--- src/rtl/key_pkg.sv ---
// key_pkg: constants, digit type and FSM state shared by the keypad encoder/decoder pair.
package key_pkg;
  localparam int W_DIGIT = 4;
  localparam int NDIG_DEF = 4;
  localparam int CNT_W = 3;
  localparam logic [3:0] ENC_OFFSET = 4'hC;
  typedef logic [W_DIGIT-1:0] digit_t;
  typedef enum logic [1:0] {IDLE, COLLECT, CHECK, RESULT} kc_state_t;
endpackage

--- src/rtl/key_code_decoder_if.sv ---
// key_code_decoder_if: encoded keypad bus plus decoder status; master drives keys, slave is the decoder.
interface key_code_decoder_if import key_pkg::*; #(parameter int W = W_DIGIT, parameter int CW = CNT_W);
  logic [W-1:0] enc_in;
  logic ld;
  logic st;
  logic [W-1:0] dout;
  logic dout_vld;
  logic [CW-1:0] cnt;
  logic busy;
  logic code_ok;
  logic code_err;
  modport master(output enc_in, ld, st, input dout, dout_vld, cnt, busy, code_ok, code_err);
  modport slave(input enc_in, ld, st, output dout, dout_vld, cnt, busy, code_ok, code_err);
endinterface

--- src/rtl/key_digit_decode.sv ---
// key_digit_decode: undoes the encoder's add by adding the two's complement of the offset mod 2^W.
module key_digit_decode #(parameter int W = 4, parameter int OFFSET = 12) (
  input  logic [W-1:0] i_enc,
  output logic [W-1:0] o_dec
);
  localparam logic [W-1:0] ADD = W'((2 ** W) - OFFSET);
  assign o_dec = i_enc + ADD;
endmodule

--- src/rtl/key_code_decoder.sv ---
// key_code_decoder: buffers NDIG decoded keypad digits and checks them against CODE on submit.
module key_code_decoder import key_pkg::*; #(
  parameter int W = W_DIGIT,
  parameter int NDIG = NDIG_DEF,
  parameter int OFFSET = int'(ENC_OFFSET),
  parameter logic [NDIG*W-1:0] CODE = 16'h2719
) (
  input logic clk,
  input logic clr_n,
  key_code_decoder_if.slave bus
);
  kc_state_t r_state;
  logic [0:NDIG-1][W-1:0] r_buf;
  logic [W-1:0] r_dout;
  logic r_dout_vld;
  logic [CNT_W-1:0] r_cnt;
  logic r_ok;
  logic r_err;
  logic [W-1:0] w_dec;
  logic w_match;
  key_digit_decode #(.W(W), .OFFSET(OFFSET)) u_dec (.i_enc(bus.enc_in), .o_dec(w_dec));
  // r_buf[0] lands in the MSB nibble, so first-entered digit lines up with CODE's MSB
  assign w_match = (r_cnt == CNT_W'(NDIG)) && (r_buf == CODE);
  always_ff @(posedge clk or negedge clr_n) begin
    if (!clr_n) begin
      r_state <= IDLE;
      r_buf <= '0;
      r_dout <= '0;
      r_dout_vld <= 1'b0;
      r_cnt <= '0;
      r_ok <= 1'b0;
      r_err <= 1'b0;
    end else begin
      r_dout_vld <= 1'b0;
      r_ok <= 1'b0;
      r_err <= 1'b0;
      case (r_state)
        IDLE, COLLECT: begin
          if (bus.ld) begin
            if (r_cnt < CNT_W'(NDIG)) begin
              for (int i = 0; i < NDIG; i++)
                if (CNT_W'(i) == r_cnt) r_buf[i] <= w_dec;
              r_dout <= w_dec;
              r_dout_vld <= 1'b1;
              r_cnt <= r_cnt + CNT_W'(1);
              r_state <= COLLECT;
            end
          end else if (bus.st) begin
            r_state <= CHECK;
          end
        end
        CHECK: begin
          r_ok <= w_match;
          r_err <= !w_match;
          r_state <= RESULT;
        end
        RESULT: begin
          r_buf <= '0;
          r_cnt <= '0;
          r_state <= IDLE;
        end
        default: r_state <= IDLE;
      endcase
    end
  end
  assign bus.dout = r_dout;
  assign bus.dout_vld = r_dout_vld;
  assign bus.cnt = r_cnt;
  assign bus.busy = (r_state == CHECK) || (r_state == RESULT);
  assign bus.code_ok = r_ok;
  assign bus.code_err = r_err;
endmodule

--- src/flat_wrapper.sv ---
// flat-port wrapper written by rule: the top's interface ports become plain ports
module key_code_decoder_flat import key_pkg::*;
#(
  parameter int W = W_DIGIT,
  parameter int NDIG = NDIG_DEF,
  parameter int OFFSET = int'(ENC_OFFSET),
  parameter logic [NDIG*W-1:0] CODE = 16'h2719
)
  (clk, clr_n, bus_enc_in, bus_ld, bus_st, bus_dout, bus_dout_vld, bus_cnt, bus_busy, bus_code_ok, bus_code_err);
  key_code_decoder_if #(.W(W)) bus_i ();
  input logic clk;
  input logic clr_n;
  input wire logic [$bits(bus_i.enc_in)-1:0] bus_enc_in;
  input wire logic [$bits(bus_i.ld)-1:0] bus_ld;
  input wire logic [$bits(bus_i.st)-1:0] bus_st;
  output wire logic [$bits(bus_i.dout)-1:0] bus_dout;
  output wire logic [$bits(bus_i.dout_vld)-1:0] bus_dout_vld;
  output wire logic [$bits(bus_i.cnt)-1:0] bus_cnt;
  output wire logic [$bits(bus_i.busy)-1:0] bus_busy;
  output wire logic [$bits(bus_i.code_ok)-1:0] bus_code_ok;
  output wire logic [$bits(bus_i.code_err)-1:0] bus_code_err;
  assign bus_i.enc_in = bus_enc_in;
  assign bus_i.ld = bus_ld;
  assign bus_i.st = bus_st;
  assign bus_dout = bus_i.dout;
  assign bus_dout_vld = bus_i.dout_vld;
  assign bus_cnt = bus_i.cnt;
  assign bus_busy = bus_i.busy;
  assign bus_code_ok = bus_i.code_ok;
  assign bus_code_err = bus_i.code_err;
  key_code_decoder #(.W(W), .NDIG(NDIG), .OFFSET(OFFSET), .CODE(CODE)) u_core (.clk(clk), .clr_n(clr_n), .bus(bus_i));
endmodule
--- config.mk ---
export PLATFORM = sky130hd
export DESIGN_NAME = key_code_decoder_flat
export DESIGN_NICKNAME = d
export VERILOG_FILES = /design/src/rtl/key_pkg.sv /design/src/rtl/key_code_decoder_if.sv /design/src/rtl/key_digit_decode.sv /design/src/rtl/key_code_decoder.sv /design/src/flat_wrapper.sv
export SDC_FILE = /design/constraint.sdc
export NUM_CORES = 1
export LEC_CHECK = 0
export CORE_UTILIZATION = 35
export CTS_BUF_LIST = sky130_fd_sc_hd__clkbuf_16
export DETAILED_ROUTE_END_ITERATION = 8
export SYNTH_ARGS = -nofsm -noshare
export SYNTH_HDL_FRONTEND = slang
export SYNTH_SLANG_ARGS = --single-unit
--- constraint.sdc ---
create_clock -name clk -period 1.35 [get_ports clk]
set_input_delay 0.27 -clock clk [delete_from_list [all_inputs] [get_ports clk]]
set_output_delay 0.27 -clock clk [all_outputs]
set_load 0.02 [all_outputs]
[Word-level counts from Yosys, hierarchy flattened]
Index checks and enable logic that the tools add are counted.
Storage, ports and cells
  register bits: 28
  input port bits: 8
  output and inout port bits: 11
  logic and storage cells: 62
Operators by class
  add/sub/neg operators: 2
  magnitude comparators: 1
  eq/ne operators: 16
  muxes and demuxes: 19
  reduce and logical (&&, ||, !) cells: 14
Operators by type and width (count)
  $mux W16: 2
  $pmux W16 S2: 1
  $eq A16 B14 Y1 const B: 1
  $mux W4: 4
  $reduce_and A4 Y1: 4
  $ne A2 B1 Y1 const B: 5
  $eq A2 B3 Y1 const A: 2
  $mux W2: 3
  $mux W3: 2
  $pmux W2 S3: 1
  $pmux W3 S2: 1
  $reduce_and A3 Y1: 2
  $mux W1: 5
  $add A4 B3 Y4 const B: 1
  $eq A2 B2 Y1 const B: 2
  $add A3 B1 Y3 const B: 1
  $eq A1 B3 Y1 const A: 1
  $eq A3 B3 Y1 const B: 1
  $logic_not A3 Y1: 1
  $lt A3 B3 Y1 const B: 1
  $ne A3 B2 Y1 const B: 1
  $ne A3 B3 Y1 const B: 1
  $eq A2 B1 Y1 const B: 1
  $logic_not A2 Y1: 1
  other kinds (7): 7

[Logic depth before layout (Yosys ltp)]
Gate-level depths: netlist of the first run.
  word-level depth: 5
  depth in mapped cells: 6
  mapped depth without buffers: 5

[By module]
A second synthesis of the first run with hierarchy kept.
Second synthesis, totals
  cells, all modules: 110
  area, all modules: 1337.5 µm²
Modules (own cells, without submodules)
  key_code_decoder: instances 1, cells each 106, area an instance 1310.0 µm²
  key_digit_decode: instances 1, cells each 4, area an instance 27.5 µm²

[Worst setup path before layout of the first run]
OpenSTA, ideal clock, no wires.
  path type: reg-to-reg
  from: reg u_core.r_cnt[0], in the netlist u_core.bus.cnt[0]
  to: reg u_core.r_buf[0] (netlist bit)
  setup time: 0.132 ns
  arrival time: 1.390 ns
  required time: 1.218 ns
  slack: -0.172 ns
  cell stages (with the launch flop): 7
  buffers on the path: 1
  cell sequence: dfrtp_1 ha_1 ha_1 and4bb_2 buf_6 mux2i_1 nor2_1
On the way
  longest elaborated chain between the ends: 3
  elaborated cells on any way between the ends: 5
  those cells by class: 1 x order compare; 3 x eq/ne; 1 x reduce/logical
RTL lines
  start, declared: line key_code_decoder.sv:16  | logic [CNT_W-1:0] r_cnt;
  start signal, assigned: line key_code_decoder.sv:45  | r_cnt <= r_cnt + CNT_W'(1);
  $lt A3 B3 Y1 / $eq A2 B3 Y1 (equally long branches): line key_code_decoder.sv:40, key_code_decoder.sv:42
  $ne A2 B1 Y1 (no line)
  $reduce_and A4 Y1 (no line) (*)
  end signal, assigned by index: line key_code_decoder.sv:42  | if (CNT_W'(i) == r_cnt) r_buf[i] <= w_dec;
  end, declared: line key_code_decoder.sv:13  | logic [0:NDIG-1][W-1:0] r_buf;
Mark *: on every way between the ends. The rest lies on a longest branch, timed or not.
A chain may end at the register's enable or synchronous reset.

[Worst setup path after layout of the first run]
  from: reg u_core.r_cnt[0], in the netlist u_core.bus.cnt[0]
  to: reg u_core.r_buf[13] (netlist bit)
On the way
  longest elaborated chain between the ends: 3
  elaborated cells on any way between the ends: 5
  those cells by class: 1 x order compare; 2 x eq/ne; 2 x reduce/logical
RTL lines (line)
  $lt A3 B3 Y1 / $logic_not A3 Y1 (equally long branches): key_code_decoder.sv:40, key_code_decoder.sv:42
  $ne A2 B1 Y1 (no line)
  $reduce_and A4 Y1 (no line) (*)
Marks and branches as above.

==> flow_summary.toml, run 1 <==
[status]
outcome = "complete, but fails checks"
failing_checks = "setup timing"

[detailed_routing]
routed_wire_length_per_instance_um = 15.4
drc = 0
drt_iter0_drc = 22
number_of_iterations_in_the_first_detailed_routing_pass = 4
detail_route.vias_per_cell = 4.89
antenna_violating_nets_remaining = 0
total_via_count_in_the_routed_design = 914
drt_wl_total_mm = 2.88

[timing]
timing_hold_violations_final = 0
final_clock_period_utilization_by_the_worst_path_pct = 107
worst_slew_pin_slew_ps = 451
hold-worst-slack_ps = 355
final_critical_path_required_period_ps = 1450
slew_headroom_pct = 69.8
achievable-frequency_mhz = 691
final.setup.tns_ps = -648
timing.final.max_slew_violations = 0
grt_setup_unrepaired = "yes"
largest_clock_skew_in_the_final_design_ps = 2.91
setup_viol_count_final = 15
final_worst_slack_ps = -96.9

[die]
start_util_pct = 37.8
die_area_mm2 = 0.00400
die_height_um = 63.2
core-area_mm2 = 0.00347
fp.dieW_um = 63.2
design.portCount = 19
std_cell_rows = 21

[layout]
syn_to_final_growth_pct = 45.1
antennaDiodeCount = 0
layout.cells.most_common_list = "sky130_fd_sc_hd__dfrtp_1, sky130_fd_sc_hd__nor2_1, sky130_fd_sc_hd__mux2i_1"
most_common_cell_after_layout_fill_and_taps_aside = "sky130_fd_sc_hd__dfrtp_1"
post_route_cells_drive_above_1_share_pct = 38.3
final_cell_area_mm2 = 0.00190
fin_nets = 155

[setup_path]
cpLargestDelayFamily = "flip-flops"
worst_ep_arrival_time_ps = 1600
timing_worst_setup_path_type = "register to register"
cpMaxStageDelayCell = "sky130_fd_sc_hd__dfrtp_2"
critPathBufInv = 2
worst-path-max-fanout = 5
worstPathCellList = "inv_2 -> buf_6 -> ha_4 -> and4bb_4 -> mux2i_2 -> nor2_1"
critical_path.startpoint_type = "register"
worst-endpoint-required_ps = 1500
critPathMaxStageDelay_ps = 430
end_kind = "register"

[logic_synthesis]
ys_dominant_reg_cell = "sky130_fd_sc_hd__dfrtp_1"
post_synth_instance_area_mm2 = 0.00131
syn-num-nets = 122
synth-edff-count = 0
synth_seq_cells = 28
syn_inst = 109
postSynthAreaPerCell_um2 = 12.0
post_synth_num_cell_types = 27
postSynth.asyncResetShare_pct = 100
yosysWarnings = 0
synth_sequential_area_ratio_pct = 53.4

[clock_network]
clock-sinks = 28
worst_skew_pair.late_latency_ps = 260
cts_hold_bufs = 0
clk_pin_slew_worst_paths_ps = 70
clock_tree_from_tritoncts = "done"
htree_levels = 1
ctsLongestPathBuffers = 2
cts_buffers = 3
cts_root_buf = "sky130_fd_sc_hd__clkbuf_16"

[grt]
grt.overflow.total = 0
total_routing_usage_gr_pct = 16.3
vias_in_the_first_global_route = 985
largest_net_degree_at_the_start_of_global_routing = 29
antenna_found_initial = 0
grt_first_pass_wirelength_mm = 4.84

[power_and_ir_drop]
net-switching-power_uw = 1320
combPwrFrac_pct = 42.3
p_leak_uw = 0.000826
switching_share_pct = 33.7
power_internal_uw = 2610
powerDensity_mw_per_mm2 = 2070
p_seq_share_pct = 35.6
power.clock.fraction_pct = 22.1
max_ir_drop_vdd_v = 0.00121

[placed_design]
pre_cts_ws_ps = -321
place.gp.congestion = 0.706
placement.cell_area_mm2 = 0.00165
port-buffer-count = 18
detailed_place_hpwl_mm = 1.89

[worst_hold_path]
holdCritPathClass = "input pin to async pin"

[job]
maxCapViolations = 0
==> cell families (layout without fill, tap and decap cells) <==
family	after synthesis	in the layout	share of synthesized area, %
xor+xnor	2	2	1.33
simple gates	36	36	17.4
buf+inv	13	45	5.53
flops	28	28	53.4
compound gates	9	9	5.05
mux	16	16	12.5
fa+ha+maj	5	5	4.77
==> state kept, by name (all words and copies together) (netlist names) <==
register and cells:
u_core.r_buf 16, u_core.bus.code_err 1, u_core.r_state 2, u_core.bus.code_ok 1
u_core.bus.dout_vld 1, u_core.bus.dout 4, u_core.bus.cnt 3
==> stage by stage <==
| stage | utilization (%) | total power, uW | cells |
|---|---|---|---|
| floorplan | - | 2210 | 109 |
| global placement | 47.5 | 2790 | 176 |
| detailed placement | 47.5 | 2840 | 176 |
| CTS | 52.9 | 3820 | 184 |
| global route | 54.9 | 4210 | 187 |
| finish | 54.9 | 3930 | 187 |
==> repair_timing <==
action / 4_1_cts / 5_1_grt
pin swaps: 6 / 12
gates cloned: 0 / 0
buffers inserted: 4 / 3
setup endpoints to repair: 33 / 25
gates resized for setup: 35 / 15
==> layer usage <==
metal  routed length, um  up-vias  part of all wire [%]  GRT usage [%]
met5                   0        -                     0              0
met4                  36        0                   1.3           6.53
met3                  97        4                   3.4           4.71
met2                1440       18                    50           26.3
met1                1310      451                    45           20.5
li1                    -      441                     -              -
==> synth_stat cells (all sizes together), types with 2 or more instances <==
cell    count  area share (%)
inv         5             1.4
mux2i      13             9.9
buf         7             3.8
a211oi      4             2.3
xnor2       2             1.3
nand2b      2            0.95
nor4bb      2             1.5
nor2       20             5.7
and4bb      5             4.8
mux2        3             2.6
ha          5             4.8
dfrtp      28              53
==> power by group through the flow <==
stage                     clock network [uW]  registers [uW]  logic, uW
after floorplan                            0            1510        701
after global placement                     0            1380       1410
after detailed placement                   0            1390       1450
after CTS                                894            1390       1540
after global routing                     938            1450       1820
final                                    870            1400       1660
==> worst paths after layout <==
check	from	to	slack, ps	cells after the start
min	clr_n	u_core.bus.cnt[2]	360	2
max reg2reg	u_core.bus.cnt[0]	u_core.r_buf[13]	-100	6
min reg2reg	u_core.bus.dout[2]	u_core.bus.dout[2]	510	1
max	u_core.bus.cnt[0]	u_core.r_buf[13]	-100	6
max in group asynchronous	clr_n	u_core.bus.cnt[0]	820	2
min in group clk	u_core.bus.dout[2]	u_core.bus.dout[2]	510	1
==> area by class of cell <==
cell class                 count  area, um^2
fill                         311        1560
sequential                    28         704
multi-input combinational     68         676
timing repair buffer          36         340
clock buffer                   3        75.1
tap                           46        57.6
clock inverter                 1        30.0
inverter                       5        21.3
Note: power is estimated with default switching activity, not from simulation.
==> inputs of run 2 (changes only) <==
- CAP_MARGIN: default -> 5
==> results of run 2 <==
Same layout as run 1: the final DEF is identical, and so are final timing and power.
==> inputs of run 3 (changes only) <==
- CORE_ASPECT_RATIO: default -> 0.5
- SYNTH_HIERARCHICAL: default -> 1
==> run 3 against run 2 <==
  * The flow still finishes with violations (setup timing)
  * Clock power is 24% lower
  * Register-to-register slack better by 70 ps
  * Combinational power is 8% lower
  * Via count is 5.8% lower
  * Synthesized cell count is 0.92% higher
  * Critical endpoint is now u_core/r_buf[3]
  * Sequential share of layout area is 2.4 points higher
  * Global-route usage is 1.7 points lower
==> flow_summary.toml, run 3 <==
[logic_synthesis]
syn-num-nets = 123
ys_dominant_reg_cell = "sky130_fd_sc_hd__dfrtp_1"
post_synth_instance_area_mm2 = 0.00134
postSynth.asyncResetShare_pct = 100
yosysWarnings = 6
synth.cells.most_frequent = "sky130_fd_sc_hd__dfrtp_1, sky130_fd_sc_hd__nor2_1, sky130_fd_sc_hd__mux2i_1"
syn_inst = 110
post_synth_num_cell_types = 27
synth_seq_cells = 28
synth-edff-count = 0
post-synth-top-area-cell = "sky130_fd_sc_hd__dfrtp_1"
synth.area.top_cells = "sky130_fd_sc_hd__dfrtp_1, sky130_fd_sc_hd__mux2i_1, sky130_fd_sc_hd__nor2_1"
synth.most_common_cell = "sky130_fd_sc_hd__dfrtp_1"
synth_sequential_area_ratio_pct = 52.4
postSynthAreaPerCell_um2 = 12.2
yosysTopAreaCellShare_pct = 52.4

[power_and_ir_drop]
p_seq_share_pct = 38.6
net-switching-power_uw = 1200
switching_share_pct = 33.9
p_leak_uw = 0.000793
power.clock.fraction_pct = 18.5
max_ir_drop_vdd_v = 0.000662
combPwrFrac_pct = 42.9
power_internal_uw = 2350
powerDensity_mw_per_mm2 = 1990

[placed_design]
place.gp.congestion = 0.684
place_inst = 178
port-buffer-count = 18
detailed_place_hpwl_mm = 1.75

[layout]
layout.cells.most_common_list = "sky130_fd_sc_hd__dfrtp_1, sky130_fd_sc_hd__nor2_1, sky130_fd_sc_hd__mux2i_1"
syn_to_final_growth_pct = 33.8
most_common_cell_after_layout_fill_and_taps_aside = "sky130_fd_sc_hd__dfrtp_1"
fill_cells = 316
util_after_layout_pct = 50.4
max_reg_flops = 16
instances_no_fill = 184
antennaDiodeCount = 0
registers.top_by_ff_count = "u_core/r_buf"
fin_nets = 147
post_route_cells_drive_above_1_share_pct = 27.1

[die]
die_area_mm2 = 0.00409
fp.dieW_um = 89.4
design.portCount = 19
std_cell_rows = 15
core-area_mm2 = 0.00355
die_height_um = 45.7
start_util_pct = 37.7

[detailed_routing]
antenna_violating_nets_remaining = 0
number_of_iterations_in_the_first_detailed_routing_pass = 3
total_via_count_in_the_routed_design = 861
routed_wire_length_per_instance_um = 14.0
detail_route.vias_per_cell = 4.68
drt_wl_total_mm = 2.57
drt_iter0_drc = 14
drc = 0

[setup_path]
worst-path-max-fanout = 5
critPathMostFrequentCell = "sky130_fd_sc_hd__ha_4"
worst-endpoint-required_ps = 1500
critPathMaxStageDelay_ps = 450
cpMaxStageDelayCell = "sky130_fd_sc_hd__dfrtp_2"
worst_ep_arrival_time_ps = 1530
timing_worst_setup_path_type = "register to register"
worstPathCellList = "ha_4 -> ha_4 -> and4bb_4 -> mux2i_1 -> nor2_1"
end_kind = "register"
critical_path.startpoint_type = "register"

[clock_network]
ctsLongestPathBuffers = 2
clock_tree_from_tritoncts = "done"
clk_pin_slew_worst_paths_ps = 70
worst_skew_pair.late_latency_ps = 260
clock-sinks = 28
cts_buffers = 3
htree_levels = 1
cts_root_buf = "sky130_fd_sc_hd__clkbuf_16"
cts_hold_bufs = 0

[timing]
grt_setup_unrepaired = "yes"
hold-worst-slack_ps = 364
slew_headroom_pct = 69.2
final_critical_path_required_period_ps = 1380
largest_clock_skew_in_the_final_design_ps = 6.12
achievable-frequency_mhz = 725
timing_hold_violations_final = 0
worst_slew_pin_slew_ps = 460
final_clock_period_utilization_by_the_worst_path_pct = 102
final_worst_slack_ps = -29.6
timing.final.max_slew_violations = 0
setup_viol_count_final = 13

[grt]
globalRouteMet1Util_pct = 19.1
grtUsageMet2_pct = 23.2
grt.overflow.total = 0
largest_net_degree_at_the_start_of_global_routing = 29
met3_usage_pct = 4.35
vias_in_the_first_global_route = 848
most_used_routing_layer_in_global_routing = "met2"
total_routing_usage_gr_pct = 14.6
antenna_found_initial = 0
grt_first_pass_wirelength_mm = 4.13

[status]
outcome = "complete, but fails checks"
failing_checks = "setup timing"

[worst_hold_path]
holdCritPathClass = "input pin to async pin"

[job]
maxCapViolations = 0
==> run 3: critical path, delay by kind of cell, from the launching register on <==
family,cells,cell delay (ps)
adders and majority gates,2,270
and+or+nand+nor,2,350
DFF,1,450
muxes,1,200
==> run 3: cell families (layout without fill, tap and decap cells) <==
| logic type | count (synthesis) | in the layout | synth area share (%) |
|---|---|---|---|
| simple gates | 34 | 34 | 16.8 |
| flops | 28 | 28 | 52.4 |
| fa+ha+maj | 5 | 5 | 4.68 |
| compound gates | 5 | 5 | 2.25 |
| xor+xnor | 2 | 2 | 1.31 |
| mux | 21 | 21 | 16.1 |
| buf+inv | 15 | 38 | 6.46 |
==> run 3: repair_timing <==
item | CTS | global route
pin swaps | 1 | 6
endpoints found under the setup margin | 33 | 24
setup buffers | 1 | 1
resized for setup | 24 | 8
==> run 3: worst paths after layout <==
path,startpoint,end,slack [ps],depth (start not counted)
setup / recovery,u_core/bus.cnt[0],u_core/r_buf[3],-30,5
hold / removal,clr_n,u_core/bus.code_ok,360,2
setup reg to reg,u_core/bus.cnt[0],u_core/r_buf[3],-30,5
hold reg to reg,u_core/r_state[0],u_core/r_state[0],510,1
max in group asynchronous,clr_n,u_core/bus.cnt[0],820,2
min in group clk,u_core/r_state[0],u_core/r_state[0],510,1
==> run 3: area by class of cell <==
cell class,instances,area (um^2),area share [%]
sequential,28,704,39.4
multi-input combinational,67,637,35.6
timing repair buffer,29,284,15.9
clock buffer,3,75.1,4.20
tap,51,63.8,3.57
inverter,5,21.3,1.19
clock inverter,1,3.75,0.210
==> run 3: stage by stage <==
stage	setup TNS, ps	power [uW]	area (um^2)	setup WS [ps]
after global routing	-1310	3810	1790	-102
after floorplan	-636	2230	1380	-87.6
after global placement	-6160	2810	1640	-362
after detailed placement	-6410	2840	1640	-388
final	-200	3560	1790	-29.6
after CTS	-256	3490	1740	-37.4
==> run 3: metal layers <==
metal | vias up | routed length, um
li1 | 418 | -
met1 | 428 | 1290
met2 | 10 | 1170
met3 | 5 | 71
met4 | 0 | 40
met5 | - | 0
==> run 3: power by group through the flow <==
| stage | Sequential [uW] | Clock (uW) | Combinational [uW] |
|---|---|---|---|
| finish | 1370 | 658 | 1530 |
| global placement | 1360 | 0 | 1440 |
| global route | 1410 | 719 | 1680 |
| CTS | 1370 | 686 | 1440 |
| floorplan | 1500 | 0 | 728 |
| detailed placement | 1370 | 0 | 1470 |
